### src/rtl/boss_dmg_arbiter.sv
// Serialises melee / projectile / remote-player hits into rate-limited boss HP
// decrements under round-robin arbitration; sole owner of boss_hp.
module boss_dmg_arbiter #(
    parameter int MAX_HP         = 100,
    parameter int MELEE_DMG      = 3,
    parameter int PROJ_DMG       = 1,
    parameter int P2_DMG         = 2,
    parameter int PEND_MAX       = 7,
    parameter int COOLDOWN_TICKS = 2
) (
    input  logic       clk,
    input  logic       rst,
    input  logic       game_start,
    input  logic       game_active,
    input  logic       frame_tick,
    input  logic       melee_hit,
    input  logic       projectile_hit,
    input  logic       p2_hit,
    input  logic       p2_valid,
    output logic [6:0] boss_hp,
    output logic       boss_alive,
    output logic       dmg_apply,
    output logic [1:0] dmg_src,
    output logic       hit_flash,
    output logic [1:0] dbg_state,
    output logic [1:0] dbg_ptr
);

    // Handshake: requests are level inputs turned into single-cycle events by
    // rising-edge detection; there is no back-pressure, excess hits saturate.

    typedef enum logic [1:0] {IDLE = 2'd0, APPLY = 2'd1, COOLDOWN = 2'd2, DEAD = 2'd3} state_t;

    localparam logic [6:0] HP_INIT   = 7'(MAX_HP);
    localparam logic [2:0] PEND_SAT  = 3'(PEND_MAX);
    localparam logic [7:0] COOL_LAST = 8'(COOLDOWN_TICKS - 1);

    state_t      state, state_nx;
    logic [2:0]  req_q;
    logic [2:0]  req_in;
    logic [2:0]  edge_det;
    logic        accept;
    logic [2:0]  pend [3];
    logic [2:0]  pend_nz;
    logic        grant_vld;
    logic [1:0]  grant_src;
    logic [1:0]  rr_cand;
    logic [1:0]  src_q;
    logic [1:0]  ptr;
    logic [7:0]  cool_cnt;
    logic [7:0]  dmg8;
    logic [8:0]  diff;
    logic [6:0]  hp_new;

    function automatic logic [1:0] rr_idx(input logic [1:0] base, input logic [1:0] off);
        logic [2:0] s;
        s = {1'b0, base} + {1'b0, off};
        return (s >= 3'd3) ? 2'(s - 3'd3) : s[1:0];
    endfunction

    assign req_in   = {p2_hit, projectile_hit, melee_hit};
    assign edge_det = req_in & ~req_q & {p2_valid, 2'b11};
    assign accept   = game_active && (state != DEAD) && !game_start;

    always_comb begin
        for (int i = 0; i < 3; i++) pend_nz[i] = |pend[i];
    end

    // Scan from the furthest candidate back to ptr so the nearest one wins.
    always_comb begin
        grant_vld = 1'b0;
        grant_src = 2'd0;
        rr_cand   = 2'd0;
        if (state == IDLE && game_active) begin
            for (int i = 2; i >= 0; i--) begin
                rr_cand = rr_idx(ptr, 2'(i));
                if (pend_nz[rr_cand]) begin
                    grant_vld = 1'b1;
                    grant_src = rr_cand;
                end
            end
        end
    end

    // 8-bit borrow check: a borrow means the hit overkills, clamp to zero.
    always_comb begin
        case (src_q)
            2'd0:    dmg8 = 8'(MELEE_DMG);
            2'd1:    dmg8 = 8'(PROJ_DMG);
            default: dmg8 = 8'(P2_DMG);
        endcase
        diff   = {2'b00, boss_hp} - {1'b0, dmg8};
        hp_new = diff[8] ? 7'd0 : 7'(diff);
    end

    always_ff @(posedge clk or negedge rst) begin
        if (!rst) state <= IDLE;
        else      state <= state_nx;
    end

    always_comb begin
        state_nx = state;
        if (game_start) begin
            state_nx = IDLE;
        end else begin
            case (state)
                IDLE:     if (grant_vld) state_nx = APPLY;
                APPLY:    state_nx = (hp_new == 7'd0) ? DEAD : COOLDOWN;
                COOLDOWN: if (frame_tick && cool_cnt == COOL_LAST) state_nx = IDLE;
                default:  state_nx = DEAD;
            endcase
        end
    end

    always_comb begin
        hit_flash = (state == COOLDOWN);
        dbg_state = state;
        dbg_ptr   = ptr;
    end

    assign boss_alive = |boss_hp;

    always_ff @(posedge clk or negedge rst) begin
        if (!rst) begin
            req_q     <= 3'd0;
            for (int i = 0; i < 3; i++) pend[i] <= 3'd0;
            ptr       <= 2'd0;
            src_q     <= 2'd0;
            cool_cnt  <= 8'd0;
            boss_hp   <= HP_INIT;
            dmg_apply <= 1'b0;
            dmg_src   <= 2'd0;
        end else begin
            req_q <= req_in;
            if (game_start) begin
                for (int i = 0; i < 3; i++) pend[i] <= 3'd0;
                ptr       <= 2'd0;
                src_q     <= 2'd0;
                cool_cnt  <= 8'd0;
                boss_hp   <= HP_INIT;
                dmg_apply <= 1'b0;
            end else begin
                dmg_apply <= 1'b0;
                for (int i = 0; i < 3; i++) begin
                    if (state == DEAD || !game_active) begin
                        pend[i] <= 3'd0;
                    end else if (edge_det[i] && accept
                                 && !(grant_vld && grant_src == 2'(i))) begin
                        if (pend[i] != PEND_SAT) pend[i] <= pend[i] + 3'd1;
                    end else if (!(edge_det[i] && accept)
                                 && grant_vld && grant_src == 2'(i)) begin
                        pend[i] <= pend[i] - 3'd1;
                    end
                end
                if (grant_vld) begin
                    ptr   <= rr_idx(grant_src, 2'd1);
                    src_q <= grant_src;
                end
                if (state == APPLY) begin
                    boss_hp   <= hp_new;
                    dmg_src   <= src_q;
                    dmg_apply <= 1'b1;
                    cool_cnt  <= 8'd0;
                end else if (state == COOLDOWN && frame_tick) begin
                    cool_cnt <= cool_cnt + 8'd1;
                end
            end
        end
    end

endmodule
### config.mk
export PLATFORM = sky130hd
export DESIGN_NAME = boss_dmg_arbiter
export DESIGN_NICKNAME = d
export VERILOG_FILES = /design/src/rtl/boss_dmg_arbiter.sv
export SDC_FILE = /design/constraint.sdc
export NUM_CORES = 1
export LEC_CHECK = 0
export CAP_MARGIN = 20
export CORE_MARGIN = 2
export CORE_UTILIZATION = 56
export CTS_CLUSTER_SIZE = 14
export DETAILED_ROUTE_END_ITERATION = 12
export GPL_ROUTABILITY_DRIVEN = 0
export PLACE_DENSITY = 0.79
export SYNTH_ARGS = -nofsm -noshare
export SYNTH_HDL_FRONTEND = slang
export SYNTH_SLANG_ARGS = --single-unit
### constraint.sdc
create_clock -name clk -period 4.2 [get_ports clk]
set_input_delay 0.84 -clock clk [delete_from_list [all_inputs] [get_ports clk]]
set_output_delay 0.84 -clock clk [all_outputs]
set_load 0.05 [all_outputs]
# Word level (Yosys, flattened, before mapping)
# Cells that the tools add are included.
[op_classes]
n_eq_ne = 16
muxes = 49
n_reduce_logical = 48
addsub = 15
n_lt_le_gt_ge = 7
bitwise_logic = 4
[op_table]
columns = ["operator", "n"]
rows = [
  ["two-way mux 3 bit", 12],
  ["two-way mux 2 bit", 15],
  ["two-way mux 8 bit", 3],
  ["two-way mux 7 bit", 3],
  ["logical AND 1 bit", 20],
  ["!= test 3 bit (second input constant)", 4],
  ["nonzero test 4 bit", 3],
  ["two-way mux 1 bit", 10],
  ["AND reduction 2 bit", 5],
  ["adder 3 x 1 -> 3 bit (second input constant)", 3],
  [">= comparator 3 x 2 -> 1 bit (second input constant)", 3],
  ["< comparator 2 x 3 -> 1 bit (second input constant)", 3],
  ["two-way mux 9 bit", 1],
  ["OR reduction 3 bit", 3],
  ["subtractor 3 x 1 -> 3 bit (second input constant)", 3],
  ["subtractor 7 x 8 -> 9 bit", 1],
  ["adder 8 x 1 -> 8 bit (second input constant)", 1],
  ["equality test 8 x 1 -> 1 bit (second input constant)", 1],
  ["zero test 1 bit", 8],
  ["!= test 4 x 2 -> 1 bit (second input constant)", 2],
  ["subtractor 2 bit (second input constant)", 4],
  ["zero test 7 bit", 1],
  ["OR reduction 7 bit", 1],
  ["adder 2 x 1 -> 3 bit (second input constant)", 2],
  ["17 further kinds", 27],
]
[totals]
inputBits = 9
ff_bits = 36
out_inout_bits = 16
wordCells = 150

# Longest topological paths before layout
# Gate-level depths: netlist of the first run.
[logic_depth]
ltp_word = 16
depth_mapped = 15
depth_no_buf = 15

# Worst setup path after synthesis of the first run
# Ideal clock, no wire load.
[synth_path]
kind = "register -> register"
startpoint = "register ptr[0], in the netlist dbg_ptr[0]"
endpoint = "register pend[2] in the netlist's numbering"
setup_time_ps = 131
n_path_buf = 0
period_less_slack_ps = 3494
arrival_ps = 3363
path_stages_with_launch = 14
path_slack_ps = 706
t_required_ps = 4069
cell_sequence = "dfrtp_1 > inv_1 > ha_1 > a21oi_1 > or3b_2 > a211o_1 > inv_1 > ha_1 > o211a_1 > a21oi_1 > fa_1 > a211oi_1 > a22o_1 > a211oi_2"
[synth_between]
elab_chain_cells = 16
elab_cells_between_ends = 37
cone_classes = "5 x add/sub; 3 x order compare; 2 x eq/ne; 20 x mux; 7 x reduce/logical"
[synth_lines]
columns = ["element", "line_no", "source"]
rows = [
  ["start, declared", "49", "logic [1:0] ptr;"],
  ["start signal, assigned", "156", "ptr <= rr_idx(grant_src, 2'd1);"],
  ["adder 2 x 2 -> 3 bit", "57", "s = {1'b0, base} + {1'b0, off};"],
  [">= comparator 3 x 2 -> 1 bit / subtractor 2 bit (equally long branches)", "58", "return (s >= 3'd3) ? 2'(s - 3'd3) : s[1:0];"],
  ["two-way mux 2 bit", "58", ""],
  ["binary-select mux 1 bit (select 2 bit)", "77", "if (pend_nz[rr_cand]) begin"],
  ["two-way mux 1 bit (not written as such)", "77", ""],
  ["two-way mux 2 bit (3 in series)", "77", ""],
  ["two-way mux 2 bit", "74", "if (state == IDLE && game_active) begin"],
  ["equality test 2 bit", "148, 151", ""],
  ["logical AND 1 bit", "148", "&& !(grant_vld && grant_src == 2'(i))) begin"],
  ["zero test 1 bit", "148", ""],
  ["logical AND 1 bit", "148", ""],
  ["two-way mux 3 bit", "147", "end else if (edge_det[i] && accept"],
  ["two-way mux 3 bit", "145", "if (state == DEAD || !game_active) begin"],
  ["two-way mux 9 bit", "135", "if (game_start) begin"],
  ["end signal, assigned by index", "152", "pend[i] <= pend[i] - 3'd1;"],
  ["end, declared", "43", "logic [2:0] pend [3];"],
]
# Several ways; a longest one is shown, not always the timed one. The select of a mux whose other input is x is not followed.
# A chain may end at the register's enable or synchronous reset.

# Worst setup path after layout of the first run
[layout_path]
startpoint = "input game_active"
endpoint = "register pend[5] in the netlist's numbering"
[layout_between]
elab_chain_cells = 9
elab_cells_between_ends = 21
cone_classes = "2 x eq/ne; 5 x mux; 14 x reduce/logical"
[layout_lines]
columns = ["element", "line_no", "source"]
rows = [
  ["start, declared", "14", "input logic game_active,"],
  ["logical AND 1 bit", "74", ""],
  ["two-way mux 2 bit", "74", ""],
  ["equality test 2 x 1 -> 1 bit", "148, 151", ""],
  ["logical AND 1 bit", "148", ""],
  ["zero test 1 bit", "148", ""],
  ["logical AND 1 bit", "148", ""],
  ["two-way mux 3 bit", "147", ""],
  ["two-way mux 3 bit", "145", ""],
  ["two-way mux 9 bit", "135", ""],
]
# Several ways; a longest one is shown, not always the timed one.

==> results of run 1 <==
per-layer routing:
metal | up-vias | part of all wire
met4 | 0 | 0.027
met2 | 36 | 0.48
met3 | 9 | 0.034
met1 | 886 | 0.46
met5 | - | 0
li1 | 916 | -
critical path: stages:
cell and delay, ps:
clkdlybuf4s50_1 480, or3b_4 410, a211oi_1 180, o21ai_0 230, inv_1 140, ha_1 200
nand4b_4 150, and2_1 200, fa_1 370, nor2_1 160, mux2i_1 90, o311ai_0 270
flip-flops by register name (all words and copies together), names as in the netlist:
| register | flops |
|---|---|
| pend | 9 |
| cool_cnt | 8 |
| boss_hp | 7 |
| req_q | 3 |
| dbg_ptr | 2 |
| dbg_state | 2 |
| dmg_src | 2 |
| src_q | 2 |
| dmg_apply | 1 |
Yosys cell counts, drive strengths merged, types with 2 or more instances:
cell type  instances
a211oi             7
nor2              21
fa                 4
or3                2
o22ai              3
a211o              2
o21ai              7
nor2b              3
mux2               4
a21boi             2
nand3              8
dfrtp             33
and2               5
nand2             22
nand4b             2
xor2               4
o211a              2
dfstp              3
nor3              11
o21a               3
nand2b             5
or3b               2
ha                10
and3               5
mux2i              5
o311ai             2
clkbuf             2
a31oi              2
a21oi             15
o31ai              4
inv               18
nand4              2
kinds of logic (layout without fill, tap and decap cells):
group                      after synthesis  after routing
xor gates and xnor gates                 5              5
AOI/OAI and AO/OA                       57             57
adders and majority gates               15             15
muxes                                    9              9
and+or+nand+nor                         95             95
buffers and inverters                   21             52
DFF                                     36             36
how the worst min path moves through the flow:
| stage | slack [ps] | cells past startpoint | from | end |
|---|---|---|---|---|
| 3_3_place_gp | 470 | 2 | boss_hp[6] | boss_hp[6] |
| 5_1_grt | 540 | 1 | dmg_src[1] | dmg_src[1] |
| 3_5_place_dp | 490 | 2 | boss_hp[6] | boss_hp[6] |
| 2_1_floorplan | 500 | 1 | src_q[0] | dmg_src[0] |
| 4_1_cts | 500 | 2 | boss_hp[6] | boss_hp[6] |
| 6_report | 500 | 2 | boss_hp[6] | boss_hp[6] |
cell usage in the layout, fill, tap and decap left out, types with 5 or more instances in the layout:
cell type,synthesis,routed
a21oi_1,14,14
clkdlybuf4s50_1,0,24
clkbuf_8,0,5
inv_1,18,18
o21ai_0,7,7
nand2b_1,5,5
and2_1,5,5
mux2i_1,5,5
ha_1,10,10
nand2_1,22,22
nand3_1,8,8
a211oi_1,5,5
nor2_1,21,21
dfrtp_1,33,33
nor3_1,9,9
per-stage QoR:
stage,area [um2],total power (W),instances
floorplan,2310,0.000611,238
global placement,2610,0.000688,311
detailed placement,2610,0.000695,311
CTS,2720,0.00100,319
global route,2720,0.00104,319
finish,2720,0.000994,319
where the power goes:
| group | total, W | switching (W) | internal, W |
|---|---|---|---|
| Sequential | 0.000394 | 0.0000244 | 0.000370 |
| Clock | 0.000306 | 0.000129 | 0.000176 |
| Combinational | 0.000294 | 0.000179 | 0.000115 |
| Total | 0.000994 | 0.000333 | 0.000661 |
area by class of cell:
class,count,area [um2]
Clock buffer,6,72.6
Clock inverter,2,35.0
Fill cell,335,1280
Inverter,18,67.6
Multi-Input combinational cell,181,1320
Sequential cell,36,905
Tap cell,50,62.6
Timing Repair Buffer,26,255
==> summary.txt, run 1 <==
Timing
  • Setup TNS: 0 ps
  • Final min period: between 3000 and 4000 ps
  • Relative slew slack: 0.638
  • RSZ-0062 raised after global routing: false
  • Final Max Slew Viols: 0
  • Hold Slack: around 500 ps
  • PnR worst setup slack: between 600 and 700 ps
  • Max Freq: 282 MHz
  • Skew final: roughly 11 ps
  • Final Cycle Share: 0.844
  • Final Setup Violations: 0
  • Final Hold Vio Count: 0
  • Worst-margin pin slew: between 500 and 600 ps

CTS
  • Post_cts resized: 0
  • Htree depth: 2
  • Worst-Skew Late Latency: approximately 300 ps
  • TritonCTS clock tree: built
  • Cts hold-fix bufs: 0
  • Clock buffer count from CTS: 5
  • CTS sink cnt: 36
  • Clock slew at reported path FFs: 80 ps
  • Root Driver: clkbuf_8
  • Postcts setup bufs: 0
  • Buffer depth of the longest clock path: 2

Run
  • Max-capacitance violation count: 0

Run status
  • Status: completed

Die
  • DIE AREA: 4660 um2
  • I/O pins: 25
  • Cell Rows: 23
  • Initial Util: 0.578
  • Core area: ~4000 um2
  • Die width: between 60 and 70 um
  • Die H: 68.3 um

Cells and area
  • Share of post-route cells with drive strength above 1: 0.104
  • Nets: about 290
  • Area grow syn2layout: 17.6%
  • Inserted Diodes: 0
  • Final core utilization: 0.680

Yosys
  • EDFF count, synth: 0
  • Post-Synth Adder-Cell Area: 0.0931
  • Post-synth ARST share: 1.00
  • Multiplexer share of the synthesized area: 0.0444
  • Synth top area share: 0.357
  • Simple-Gate Fraction of Synth Area: 0.228
  • Mean Syn Cell Area: ~9.7 um2
  • Largest family of logic cells by synthesized area: simple AND/OR/NAND/NOR gates
  • Most area-consuming cells after synthesis: dfrtp_1 36%, ha_1 5.4%, nand2_1 3.6%
  • Syn Std Cell Area: about 2300 um2
  • Synth Area in Compound Gates: 0.187
  • Post-Syn Nets: approximately 260
  • Seq/Total Area, Yosys: 0.391
  • Post-synthesis cell count: roughly 240
  • Leading area contributor after synthesis: dfrtp_1
  • Synth Area in XOR/XNOR: 0.0189
  • Synth unique cells: 58
  • Top FF cell, synth: dfrtp_1
  • Synth Warn #: 0
  • Synthesized flop and latch total: 36

Setup path
  • Crit end category: flop
  • RR Endpoint: pend[2]
  • Critical Path RT: about 4400 ps
  • CP Class: in2reg
  • CP endpoint: pend[5]
  • R2R setup slack: about 760 ps
  • Reg2Reg Depth: 13
  • Crit. Startpoint: game_active
  • Worst setup SP type: primary input
  • Max FO, Critical Path: 5
  • RR Startpoint: dbg_ptr[0]
  • CP arrival: approximately 3700 ps

GRT
  • First-pass GRT wire length: just under 8000 um
  • GRT overflow: 0
  • Met3 usage: 0.0493
  • GR Layer Usage met2: 0.368
  • Vias in the first global route: 1,685
  • GRT met1 Usage: 0.282
  • Busiest grt layer: met2
  • Tot GR Track Use: 0.228
  • Initial antenna violation count: 0
  • Largest net degree at the start of global routing: 37

Placed design
  • Port bufs: 24
  • Dpl hpwl: about 3400 um
  • Place WS: approximately 380 ps

Detailed routing
  • Post-route ant nets: 0
  • WL final: ~4500 um
  • WL/cell: between 10 and 15 um
  • Number of DRC markers in iteration 0: between 100 and 150
  • DR DRC count: 0
  • Vias: 1,847
  • Drt first pass iters: 6
  • Via density: around 5.8

Pwr
  • Leakage: 1.20 nW
  • Peak VDD IR: 0.193 mV
  • Power Density: 365 nW/um2

Worst hold path
  • Hold WC Path Type: reg2reg
(Power assumes the default switching activity.)
==> run 2: changes to the inputs <==
--- a/config.mk
+++ b/config.mk
@@ -7,11 +7,11 @@
 export LEC_CHECK = 0
 export CAP_MARGIN = 20
 export CORE_MARGIN = 2
-export CORE_UTILIZATION = 56
+export CORE_UTILIZATION = 51
 export CTS_CLUSTER_SIZE = 14
 export DETAILED_ROUTE_END_ITERATION = 12
 export GPL_ROUTABILITY_DRIVEN = 0
-export PLACE_DENSITY = 0.79
+export PLACE_DENSITY = 0.76
 export SYNTH_ARGS = -nofsm -noshare
 export SYNTH_HDL_FRONTEND = slang
 export SYNTH_SLANG_ARGS = --single-unit
==> constraint.sdc (replaced) <==
create_clock -name clk -period 2.9 [get_ports clk]
set_input_delay 0.58 -clock clk [delete_from_list [all_inputs] [get_ports clk]]
set_output_delay 0.58 -clock clk [all_outputs]
set_load 0.05 [all_outputs]
==> run 2 against run 1 <==
Against the previous run:
- cell count increased by 12%
- largest power group is now combinational cells
- clock skew decreased by 3.7 ps
- critical endpoint is now pend[2]
- critical path depth unchanged
- design area increased by 14%
==> summary.txt, run 2 (synthesis gave the netlist of run 1 again) <==
Run status
  • Status: completed

Die
  • I/O pins: 25
  • Die width: ~71 um
  • DIE AREA: about 5100 um2
  • Core area: between 4000 and 5000 um2
  • Die H: around 70 um
  • Initial Util: 0.531
  • Cell Rows: 24

Timing
  • Final Cycle Share: 0.998
  • Setup TNS: 0 ps
  • Final min period: approximately 2900 ps
  • Final Setup Violations: 0
  • Relative slew slack: 0.457
  • Final Hold Vio Count: 0
  • Worst-margin pin slew: roughly 810 ps
  • PnR worst setup slack: 4.87 ps
  • RSZ-0062 raised after global routing: true
  • Max Freq: 345 MHz
  • Skew final: approximately 7.4 ps
  • Final Max Slew Viols: 0

Cells and area
  • Biggest registers after layout: pend x9, cool_cnt x8, boss_hp x7
  • Nets: roughly 330
  • Share of post-route cells with drive strength above 1: 0.303
  • Leading cell type in the layout, fill and taps excluded: buf_4
  • Max FFs per register: 9
  • Filler cells: 329
  • Final core utilization: 0.715
  • Commonest cells after routing, fill and taps aside: 34 x buf_4, 29 x dfrtp_1, 22 x clkdlybuf4s50_1
  • Area grow syn2layout: 34.6%
  • Inserted Diodes: 0
  • Largest reg by FF count: pend

Detailed routing
  • Drt first pass iters: 4
  • Vias: about 2,000
  • Number of DRC markers in iteration 0: 82
  • Post-route ant nets: 0
  • Via density: around 5.7
  • WL final: about 5600 um
  • WL/cell: roughly 16 um
  • DR DRC count: 0

GRT
  • Initial antenna violation count: 0
  • Tot GR Track Use: 0.234
  • First-pass GRT wire length: around 9400 um
  • GRT overflow: 0
  • Vias in the first global route: approximately 2,000
  • Largest net degree at the start of global routing: 37

CTS
  • Worst-Skew Late Latency: around 290 ps
  • Root Driver: clkbuf_8
  • Clock buffer count from CTS: 5
  • TritonCTS clock tree: built
  • CTS sink cnt: 36
  • Cts hold-fix bufs: 0
  • Htree depth: 2
  • Clock slew at reported path FFs: 80 ps
  • Buffer depth of the longest clock path: 2

Setup path
  • CP Class: reg2reg
  • Critical Path RT: between 3000 and 4000 ps
  • Crit end category: flop
  • Max FO, Critical Path: 3
  • CP arrival: between 3000 and 4000 ps
  • Worst setup SP type: flop

Placed design
  • Dpl hpwl: 3650 um
  • Port bufs: 24
  • Place WS: -424 ps

Run
  • Max-capacitance violation count: 0

Pwr
  • Peak VDD IR: approximately 0.30 mV
  • Post-layout total power: approximately 0.0016 W
  • Power Density: 514 nW/um2
  • Leakage: between 1 and 1.5 nW

Worst hold path
  • Hold WC Path Type: in2async
-- run 2: cell types whose count changed in the layout (fill, tap and decap cells not counted), moves of 3 or more --
cell     change
buf_4       +32
buf_6        +3
dfrtp_1      -4
dfrtp_2      +4
fa_1         -3
fa_2         +3
ha_1         -5
ha_4         +3
nor3_1       -3
nor3_2       +3
-- run 2: worst paths after layout --
| check | startpoint | to | slack (ps) | depth (start not counted) |
|---|---|---|---|---|
| worst max-delay path | dbg_ptr[1] | pend[2] | 5 | 12 |
| worst min-delay path | rst | boss_hp[3] | 370 | 1 |
| worst max register to register | dbg_ptr[1] | pend[2] | 5 | 12 |
| worst min register to register | boss_hp[6] | boss_hp[6] | 500 | 2 |
| max in group asynchronous | rst | dbg_ptr[0] | 1960 | 1 |
| min in group clk | boss_hp[6] | boss_hp[6] | 500 | 2 |
-- run 2: layer usage --
layer	track usage	vias to the layer above	part of all wire
li1	-	988	-
met1	0.288	980	0.44
met2	0.417	60	0.51
met3	0.0450	13	0.041
met4	0.0671	0	0.017
met5	0	-	0
-- run 2: area by class of cell --
type                       count  area [um2]  area share
tap                           52        65.1      0.0209
sequential                    36         910       0.292
timing repair buffer          61         523       0.168
clock buffer                   6        72.6      0.0233
inverter                      18        67.6      0.0217
clock inverter                 2        35.0      0.0113
multi-input combinational    181        1440       0.462
-- run 2: where the power goes --
group / switching (W) / internal [W]
registers: 0.0000274 / 0.000537
logic: 0.000325 / 0.000269
clock network: 0.000185 / 0.000255
total: 0.000538 / 0.00106
-- run 2: timing repair --
item	in CTS	in global routing
pin swaps	3	13
endpoints found under the setup margin	6	8
setup buffers	10	2
gates resized for setup	9	18
-- run 2: worst max-delay path, stage by stage (launching register included) --
cell	delay, ps
dfrtp_2	440
ha_4	280
a21oi_1	60
or3b_4	380
a211o_1	320
inv_1	70
ha_1	130
o211a_1	170
a21oi_2	70
fa_2	380
a211oi_2	220
a22o_1	190
a211oi_2	60
-- run 2: per-stage QoR --
stage               instances  hold slack [ps]  cell area [um2]
finish                    356              374             3110
global route              356              446             3110
floorplan                 238              284             2350
global placement          337              476             2820
CTS                       355              405             3030
detailed placement        337              477             2820
==> run 3: changes to the inputs <==
--- a/config.mk
+++ b/config.mk
@@ -8,7 +8,7 @@
 export CAP_MARGIN = 20
 export CORE_MARGIN = 2
 export CORE_UTILIZATION = 51
-export CTS_CLUSTER_SIZE = 14
+export CTS_CLUSTER_SIZE = 20
 export DETAILED_ROUTE_END_ITERATION = 12
 export GPL_ROUTABILITY_DRIVEN = 0
 export PLACE_DENSITY = 0.76
==> results of run 3 <==
No change in the layout: final DEF, timing and power equal those of run 2.
